`config.mk`:
```
export PLATFORM = sky130hd
export DESIGN_NAME = data_mem_ctrl
export DESIGN_NICKNAME = d
export VERILOG_FILES = /design/src/rtl/data_mem_pkg.sv /design/src/rtl/data_mem_ctrl.sv
export SDC_FILE = /design/constraint.sdc
export NUM_CORES = 1
export LEC_CHECK = 0
export CORE_UTILIZATION = 50
export DETAILED_ROUTE_END_ITERATION = 6
export GPL_ROUTABILITY_DRIVEN = 0
export GPL_TIMING_DRIVEN = 0
export PLACE_DENSITY = 0.91
export SETUP_SLACK_MARGIN = 0.2
export SKIP_LAST_GASP = 1
export SYNTH_ARGS = -nofsm -noshare
export SYNTH_HDL_FRONTEND = slang
export SYNTH_SLANG_ARGS = --single-unit
```
`constraint.sdc`:
```
create_clock -name clk -period 3.6 [get_ports clk]
set_clock_uncertainty 0.15 [all_clocks]
set_input_delay 0.36 -clock clk [delete_from_list [all_inputs] [get_ports clk]]
set_output_delay 0.36 -clock clk [all_outputs]
set_load 0.02 [all_outputs]
```
`src/rtl/data_mem_pkg.sv`:
```
// data_mem_pkg
// Shared definitions for the data memory controller: the controller state
// encoding, the memory Size/RW bus encodings and the byte sign-extension
// helper used when returning byte loads.
// Ports: none (package).
// Optional feature macro MEM_CTRL_SPLIT_EN is consumed by data_mem_ctrl,
// not by this package.

package data_mem_pkg;

    // Controller sequencing states. One state per memory bus phase.
    typedef enum logic [2:0] {
        IDLE,
        SETUP,
        STROBE,
        RELEASE,
        WAIT,
        CAPTURE,
        RESP
    } state_t;

    // Memory Size encoding: one byte or one 32-bit big-endian word.
    localparam logic SIZE_BYTE = 1'b0;
    localparam logic SIZE_WORD = 1'b1;

    // Memory RW encoding. The memory writes whenever RW is high.
    localparam logic RW_READ  = 1'b0;
    localparam logic RW_WRITE = 1'b1;

    // Widen a loaded byte to 32 bits, replicating bit 7 only for signed loads.
    function automatic logic [31:0] sext_byte(input logic [7:0] b, input logic sgn);
        return {{24{b[7] & sgn}}, b};
    endfunction

endpackage

```
`src/rtl/data_mem_ctrl.sv`:
```
// data_mem_ctrl
// Load/store master for the byte-addressed data memory. Takes one request at
// a time from the MEM stage, sequences the memory strobes so that RW is high
// for exactly one cycle with address/data/size already stable, and returns
// load data (zero- or sign-extended) through a valid/ready response.
//
// Ports:
//   clk, rst_n                      clock, synchronous active-low reset
//   req_valid/req_ready             request handshake (ready only in IDLE)
//   req_write, req_size, req_signed request kind: store, word, sign-extend
//   req_addr, req_wdata             byte address and store data
//   rsp_valid/rsp_ready             response handshake, held until taken
//   rsp_rdata, rsp_err              load data (0 for stores), reject flag
//   mem_a, mem_di, mem_size         memory Address, DataIn, Size
//   mem_rw, mem_e, mem_do           memory RW, Enable, DataOut
//
// Optional feature: define MEM_CTRL_SPLIT_EN to run misaligned word accesses
// as four sequential byte accesses instead of rejecting them.

module data_mem_ctrl
    import data_mem_pkg::*;
#(
    parameter int ADDR_W  = 8,
    parameter int DATA_W  = 32,
    parameter int RD_WAIT = 1
) (
    input  logic              clk,
    input  logic              rst_n,
    input  logic              req_valid,
    output logic              req_ready,
    input  logic              req_write,
    input  logic              req_size,
    input  logic              req_signed,
    input  logic [ADDR_W-1:0] req_addr,
    input  logic [DATA_W-1:0] req_wdata,
    output logic              rsp_valid,
    input  logic              rsp_ready,
    output logic [DATA_W-1:0] rsp_rdata,
    output logic              rsp_err,
    output logic [ADDR_W-1:0] mem_a,
    output logic [DATA_W-1:0] mem_di,
    input  logic [DATA_W-1:0] mem_do,
    output logic              mem_size,
    output logic              mem_rw,
    output logic              mem_e
);

`ifdef MEM_CTRL_SPLIT_EN
    localparam logic SPLIT_EN = 1'b1;
`else
    localparam logic SPLIT_EN = 1'b0;
`endif

    // Highest address at which a whole word still fits inside the memory.
    localparam logic [ADDR_W-1:0] LAST_WORD_ADDR = ADDR_W'((2 ** ADDR_W) - 4);
    // WAIT counts down from this value to zero, giving RD_WAIT-1 cycles.
    localparam logic [1:0] WAIT_LOAD = 2'(RD_WAIT - 2);

    state_t      r_state;
    logic        r_write;
    logic        r_signed;
    logic        r_split;
    logic [1:0]  r_byteCnt;
    logic [1:0]  r_waitCnt;
    logic [31:0] r_wdata;

    logic w_misaligned;
    logic w_reject;
    logic w_split;

    // A word that runs past the end of memory is always rejected; a
    // misaligned word is rejected unless the split feature can break it
    // into byte accesses.
    assign w_misaligned = (req_addr[1:0] != 2'b00);
    assign w_reject     = (req_size == SIZE_WORD) &&
                          ((req_addr > LAST_WORD_ADDR) || (w_misaligned && !SPLIT_EN));
    assign w_split      = (req_size == SIZE_WORD) && w_misaligned;

    // Whole controller: state, byte counter, read-wait counter, store data
    // shift register and every output are registered here so the memory
    // bus never glitches. mem_rw is raised only on the SETUP->STROBE edge
    // and dropped on the next edge, so address/data/size are always settled
    // a cycle before and held a cycle after the write. For split accesses
    // the store data shifts left one byte per access so the next byte to
    // send is always in [23:16] after the first; load bytes shift into
    // rsp_rdata from the right, which leaves them big-endian after four.
    always_ff @(posedge clk) begin
        if (!rst_n) begin
            r_state   <= IDLE;
            req_ready <= 1'b1;
            mem_rw    <= RW_READ;
            mem_e     <= 1'b0;
            mem_a     <= '0;
            mem_di    <= '0;
            mem_size  <= SIZE_BYTE;
            rsp_valid <= 1'b0;
            rsp_rdata <= '0;
            rsp_err   <= 1'b0;
            r_write   <= 1'b0;
            r_signed  <= 1'b0;
            r_split   <= 1'b0;
            r_byteCnt <= 2'd0;
            r_waitCnt <= 2'd0;
            r_wdata   <= '0;
        end else begin
            case (r_state)
                IDLE: begin
                    if (req_valid) begin
                        req_ready <= 1'b0;
                        rsp_rdata <= '0;
                        r_write   <= req_write;
                        r_signed  <= req_signed;
                        r_split   <= w_split;
                        r_byteCnt <= 2'd0;
                        r_wdata   <= req_wdata;
                        if (w_reject) begin
                            rsp_err   <= 1'b1;
                            rsp_valid <= 1'b1;
                            r_state   <= RESP;
                        end else begin
                            rsp_err <= 1'b0;
                            mem_a   <= req_addr;
                            mem_e   <= 1'b1;
                            mem_rw  <= RW_READ;
                            if (w_split) begin
                                mem_size <= SIZE_BYTE;
                                mem_di   <= {24'h0, req_wdata[31:24]};
                            end else begin
                                mem_size <= req_size;
                                mem_di   <= req_wdata;
                            end
                            r_state <= SETUP;
                        end
                    end
                end
                SETUP: begin
                    if (r_write) begin
                        mem_rw  <= RW_WRITE;
                        r_state <= STROBE;
                    end else if (RD_WAIT > 1) begin
                        r_waitCnt <= WAIT_LOAD;
                        r_state   <= WAIT;
                    end else begin
                        r_state <= CAPTURE;
                    end
                end
                STROBE: begin
                    mem_rw  <= RW_READ;
                    r_state <= RELEASE;
                end
                RELEASE: begin
                    if (r_split && (r_byteCnt != 2'd3)) begin
                        r_byteCnt <= r_byteCnt + 2'd1;
                        mem_a     <= mem_a + 1'b1;
                        mem_di    <= {24'h0, r_wdata[23:16]};
                        r_wdata   <= {r_wdata[23:0], 8'h00};
                        r_state   <= SETUP;
                    end else begin
                        mem_e     <= 1'b0;
                        rsp_valid <= 1'b1;
                        r_state   <= RESP;
                    end
                end
                WAIT: begin
                    if (r_waitCnt == 2'd0) begin
                        r_state <= CAPTURE;
                    end else begin
                        r_waitCnt <= r_waitCnt - 2'd1;
                    end
                end
                CAPTURE: begin
                    if (r_split) begin
                        rsp_rdata <= {rsp_rdata[23:0], mem_do[7:0]};
                        if (r_byteCnt != 2'd3) begin
                            r_byteCnt <= r_byteCnt + 2'd1;
                            mem_a     <= mem_a + 1'b1;
                            r_state   <= SETUP;
                        end else begin
                            mem_e     <= 1'b0;
                            rsp_valid <= 1'b1;
                            r_state   <= RESP;
                        end
                    end else begin
                        rsp_rdata <= (mem_size == SIZE_WORD) ? mem_do
                                                             : sext_byte(mem_do[7:0], r_signed);
                        mem_e     <= 1'b0;
                        rsp_valid <= 1'b1;
                        r_state   <= RESP;
                    end
                end
                RESP: begin
                    if (rsp_ready) begin
                        rsp_valid <= 1'b0;
                        rsp_err   <= 1'b0;
                        mem_e     <= 1'b0;
                        req_ready <= 1'b1;
                        r_state   <= IDLE;
                    end
                end
                default: begin
                    r_state <= IDLE;
                end
            endcase
        end
    end

endmodule

```
==> Implementation_results.wiki <==
{| class="wikitable"
! Metric !! Value
|-
| Type of element launching the critical path || flip-flop
|-
| Largest net degree at the start of global routing || 19
|-
| Worst R2R Start || r_byteCnt[0]
|-
| Number of buffers created by CTS || 9
|-
| Critical Path, Cell by Cell || ha_1 > nand2b_1 > a2bb2oi_2 > buf_2 > clkbuf_1 > a22oi_1 > nor2_1
|-
| Final count of negative-setup-slack endpoints || 0
|-
| Hold depth || 3
|-
| Total of cells resized after clock tree synthesis || 0
|-
| Share of the clock period used by the worst path || 0.665
|-
| DRC Markers || 3
|-
| Placement row count || 36
|-
| Initial DRC Count || roughly 390
|-
| TritonCTS clock tree || yes
|-
| Worst-Skew Late Latency || around 370 ps
|-
| Share of flip-flops with an asynchronous set or reset || 0
|-
| Setup repair after global routing missed its margin || false
|-
| Fill cell instance count of the final layout || between 700 and 800
|-
| Status || finished, violations left
|-
| Worst hold start || rst_n
|-
| Main flop type after synthesis || dfxtp_1
|-
| Mean number of vias per cell || between 5 and 6
|-
| Number of global-route vias before repair || around 5100
|-
| Reg2Reg Setup Slack || about 1200 ps
|-
| Area overhead of the layout relative to synthesis || 38.0%
|-
| Remaining Overflow, GRT || 0
|-
| Detailed placement HPWL || 11.6 mm
|-
| Endpoints failing hold || 0
|-
| Global-route usage over all layers || 0.296
|-
| Buffer cell driving the clock tree root || clkbuf_8
|-
| Top-Level Pins || 157
|-
| Mapped Avg Cell Area || between 8 and 9 um^2
|-
| Synth Warn # || 0
|-
| Sequential fraction of the synthesis area || 0.437
|-
| Number of flops mapped to enable cells by yosys || 0
|-
| Die width || between 100 and 150 um
|-
| WS Path Type || flip-flop to flip-flop
|-
| Relative max-transition margin || 0.610
|-
| CP Data Required Time || around 3800 ps
|-
| Cell area after synthesis || 5130 um^2
|-
| Number of violations of the max-capacitance limit || 0
|-
| Number of cells traversed by the worst register-to-register path || 7
|-
| Sink count of the clock tree || 112
|-
| Number of hold buffers added after CTS || 0
|-
| Number of buffers on the longest clock path || 2
|-
| Min Clock Period, post-route || around 2400 ps
|-
| Global-route met1 utilization || 0.363
|-
| Total number of H-tree levels || 3
|-
| Slowest stage cell, crit path || clkbuf_1
|-
| Number of distinct standard cells referenced by the synthesized netlist || 57
|-
| Number of nets in the layout || about 840
|-
| Standard cell core area || 9860 um^2
|-
| Reg2reg end || mem_di[22]
|-
| Highest clock frequency the design can meet || approximately 420 MHz
|-
| Setup_tns || 0 ps
|-
| Arr. time, crit path || between 2000 and 3000 ps
|-
| Total placed cells including tap cells || around 880
|-
| First-pass GRT wire length || ~24 mm
|-
| Number of antenna violations at the first check in global routing || 0
|-
| Met2 track demand over resource || 0.506
|-
| Wirelength, routed || roughly 16 mm
|-
| Family of cells with the greatest summed delay on the critical path || buffers and inverters
|-
| Crit-path max cell delay || 450 ps
|-
| Die Height || roughly 100 um
|-
| Critical path fanouts, max || 10
|-
| Number of max-slew violations in the final report || 0
|-
| Average wire per cell in the routed design || about 18 um
|-
| Highest-utilization routing layer at the global route stage || met2
|-
| Number of instances in the synthesized netlist || slightly below 600
|-
| Setup bufs post-CTS || 0
|-
| Count of nets left with antenna violations after detail routing || 0
|-
| Top library cells by usage in the layout, fill and taps aside || clkdlybuf4s50_1, dfxtp_1, nand2_1, nor2_1, a21oi_1
|-
| Fraction of layout cells with a size suffix above 1 || 0.0614
|-
| Post-Syn Nets || a little under 700
|-
| Min-Delay Endpoint || mem_rw
|-
| Worst IR drop on VDD || 371 uV
|-
| Number of detailed-route iterations in the first pass || 7
|-
| Leakage power || approximately 2.6 nW
|-
| Clock transition at the registers of the reported paths || approximately 100 ps
|-
| Met3 capacity usage during global routing || 0.0739
|-
| Most frequent standard cell in the layout excluding fill and tap cells || clkdlybuf4s50_1
|-
| Total number of vias || 5292
|-
| FF+latch count, synth || approximately 110
|-
| Total power per unit cell area || 564 nW/um^2
|-
| Path class of the lowest-slack min-delay path || primary input to flip-flop
|-
| Number of port buffers || 155
|-
| Combined buffer and inverter count along the critical path || 2
|-
| Antenna fix cells || 0
|-
| Initial core utilization || 0.520
|-
| Worst setup EP type || flip-flop
|-
| Die Area || approximately 11000 um^2
|-
| Fin cells || 898
|-
| Slew @ Worst Pin || 585 ps
|-
| Violations in the final reports || design-rule violations
|}
==> worst max-delay path by stage <==
stage	slack, ps	cells past startpoint	endpoint	startpoint
floorplan	1720	6	rsp_rdata[25]	mem_size
global placement	1020	6	r_wdata[16]	req_valid
detailed placement	970	7	mem_di[27]	req_valid
CTS	1210	7	mem_di[22]	r_byteCnt[0]
global route	1080	7	mem_di[22]	r_byteCnt[0]
finish	1210	7	mem_di[22]	r_byteCnt[0]
==> cell usage after synthesis (2+ instances only) <==
cell type / n / area, um^2
dfxtp_1: 112 / 2240
nand2_1: 81 / 304
nor2_1: 64 / 240
a21oi_1: 42 / 210
a22oi_1: 35 / 263
inv_1: 30 / 113
clkbuf_1: 28 / 105
a221o_1: 24 / 240
mux2i_1: 23 / 230
a21o_1: 16 / 120
a22o_1: 15 / 131
buf_2: 11 / 55.1
o22ai_1: 11 / 68.8
o21ai_0: 10 / 50.1
a211o_1: 9 / 78.8
and2_1: 9 / 56.3
nor3_1: 8 / 40.0
nand3_1: 5 / 25.0
a2bb2oi_1: 4 / 35.0
buf_6: 4 / 45.0
nand2b_1: 4 / 25.0
a211oi_1: 3 / 22.5
buf_4: 3 / 22.5
ha_1: 3 / 37.5
nor2b_1: 3 / 18.8
a21boi_0: 2 / 15.0
a31oi_1: 2 / 12.5
nand3b_1: 2 / 15.0
nor2_8: 2 / 40.0
or3_1: 2 / 12.5
==> area by class of cell <==
type	instances	area, um^2	area share
Inverter	30	113	0.0159
Buffer	49	246	0.0349
Timing Repair Buffer	155	1550	0.219
Tap cell	133	166	0.0235
Sequential cell	112	2240	0.317
Clock buffer	11	141	0.0200
Multi-Input combinational cell	403	2520	0.357
Clock inverter	5	86.3	0.0122
==> where the power goes <==
| part | total [mW] | internal, mW | switching (mW) |
|---|---|---|---|
| Combinational | 1.57 | 0.666 | 0.900 |
| Clock | 0.863 | 0.419 | 0.444 |
| Sequential | 1.56 | 1.43 | 0.137 |
| Total | 3.99 | 2.51 | 1.48 |
==> layer usage <==
| metal | vias to the layer above | part of all wire |
|---|---|---|
| met3 | 43 | 0.088 |
| met5 | - | 0 |
| met2 | 296 | 0.49 |
| li1 | 2434 | - |
| met1 | 2519 | 0.39 |
| met4 | 0 | 0.024 |
==> sequential cells by signal, indices dropped and copies added (netlist names), 2 cells and up <==
name,flops
mem_di,32
rsp_rdata,32
r_wdata,24
mem_a,8
r_state,3
r_byteCnt,2
r_waitCnt,2
==> worst min-delay path, cell delays in order <==
cell and delay [ps]:
clkbuf_1 200, o21ai_0 130, a211oi_1 50
==> kinds of logic (layout without fill, tap and decap cells) <==
logic type	Yosys count	after routing	share of synthesized area
xor+xnor	2	2	0.00342
buf+inv	79	250	0.0700
simple gates	190	190	0.171
compound gates	185	185	0.266
mux	23	23	0.0449
flops	112	112	0.437
fa+ha+maj	3	3	0.00732
==> stage by stage <==
step           utilization  cell area [um^2]  total power [mW]  hold WS, ps  worst slack (ps)
6_report             0.717              7070              3.99          275              1210
5_1_grt              0.717              7070              4.17          280              1080
4_1_cts              0.717              7070              3.96          270              1210
3_5_place_dp         0.694              6840              3.11          289               967
3_3_place_gp         0.694              6840              3.06          283              1020
2_1_floorplan            -              5130              2.55          275              1720
No activity file was read; power rests on OpenSTA's default activity.
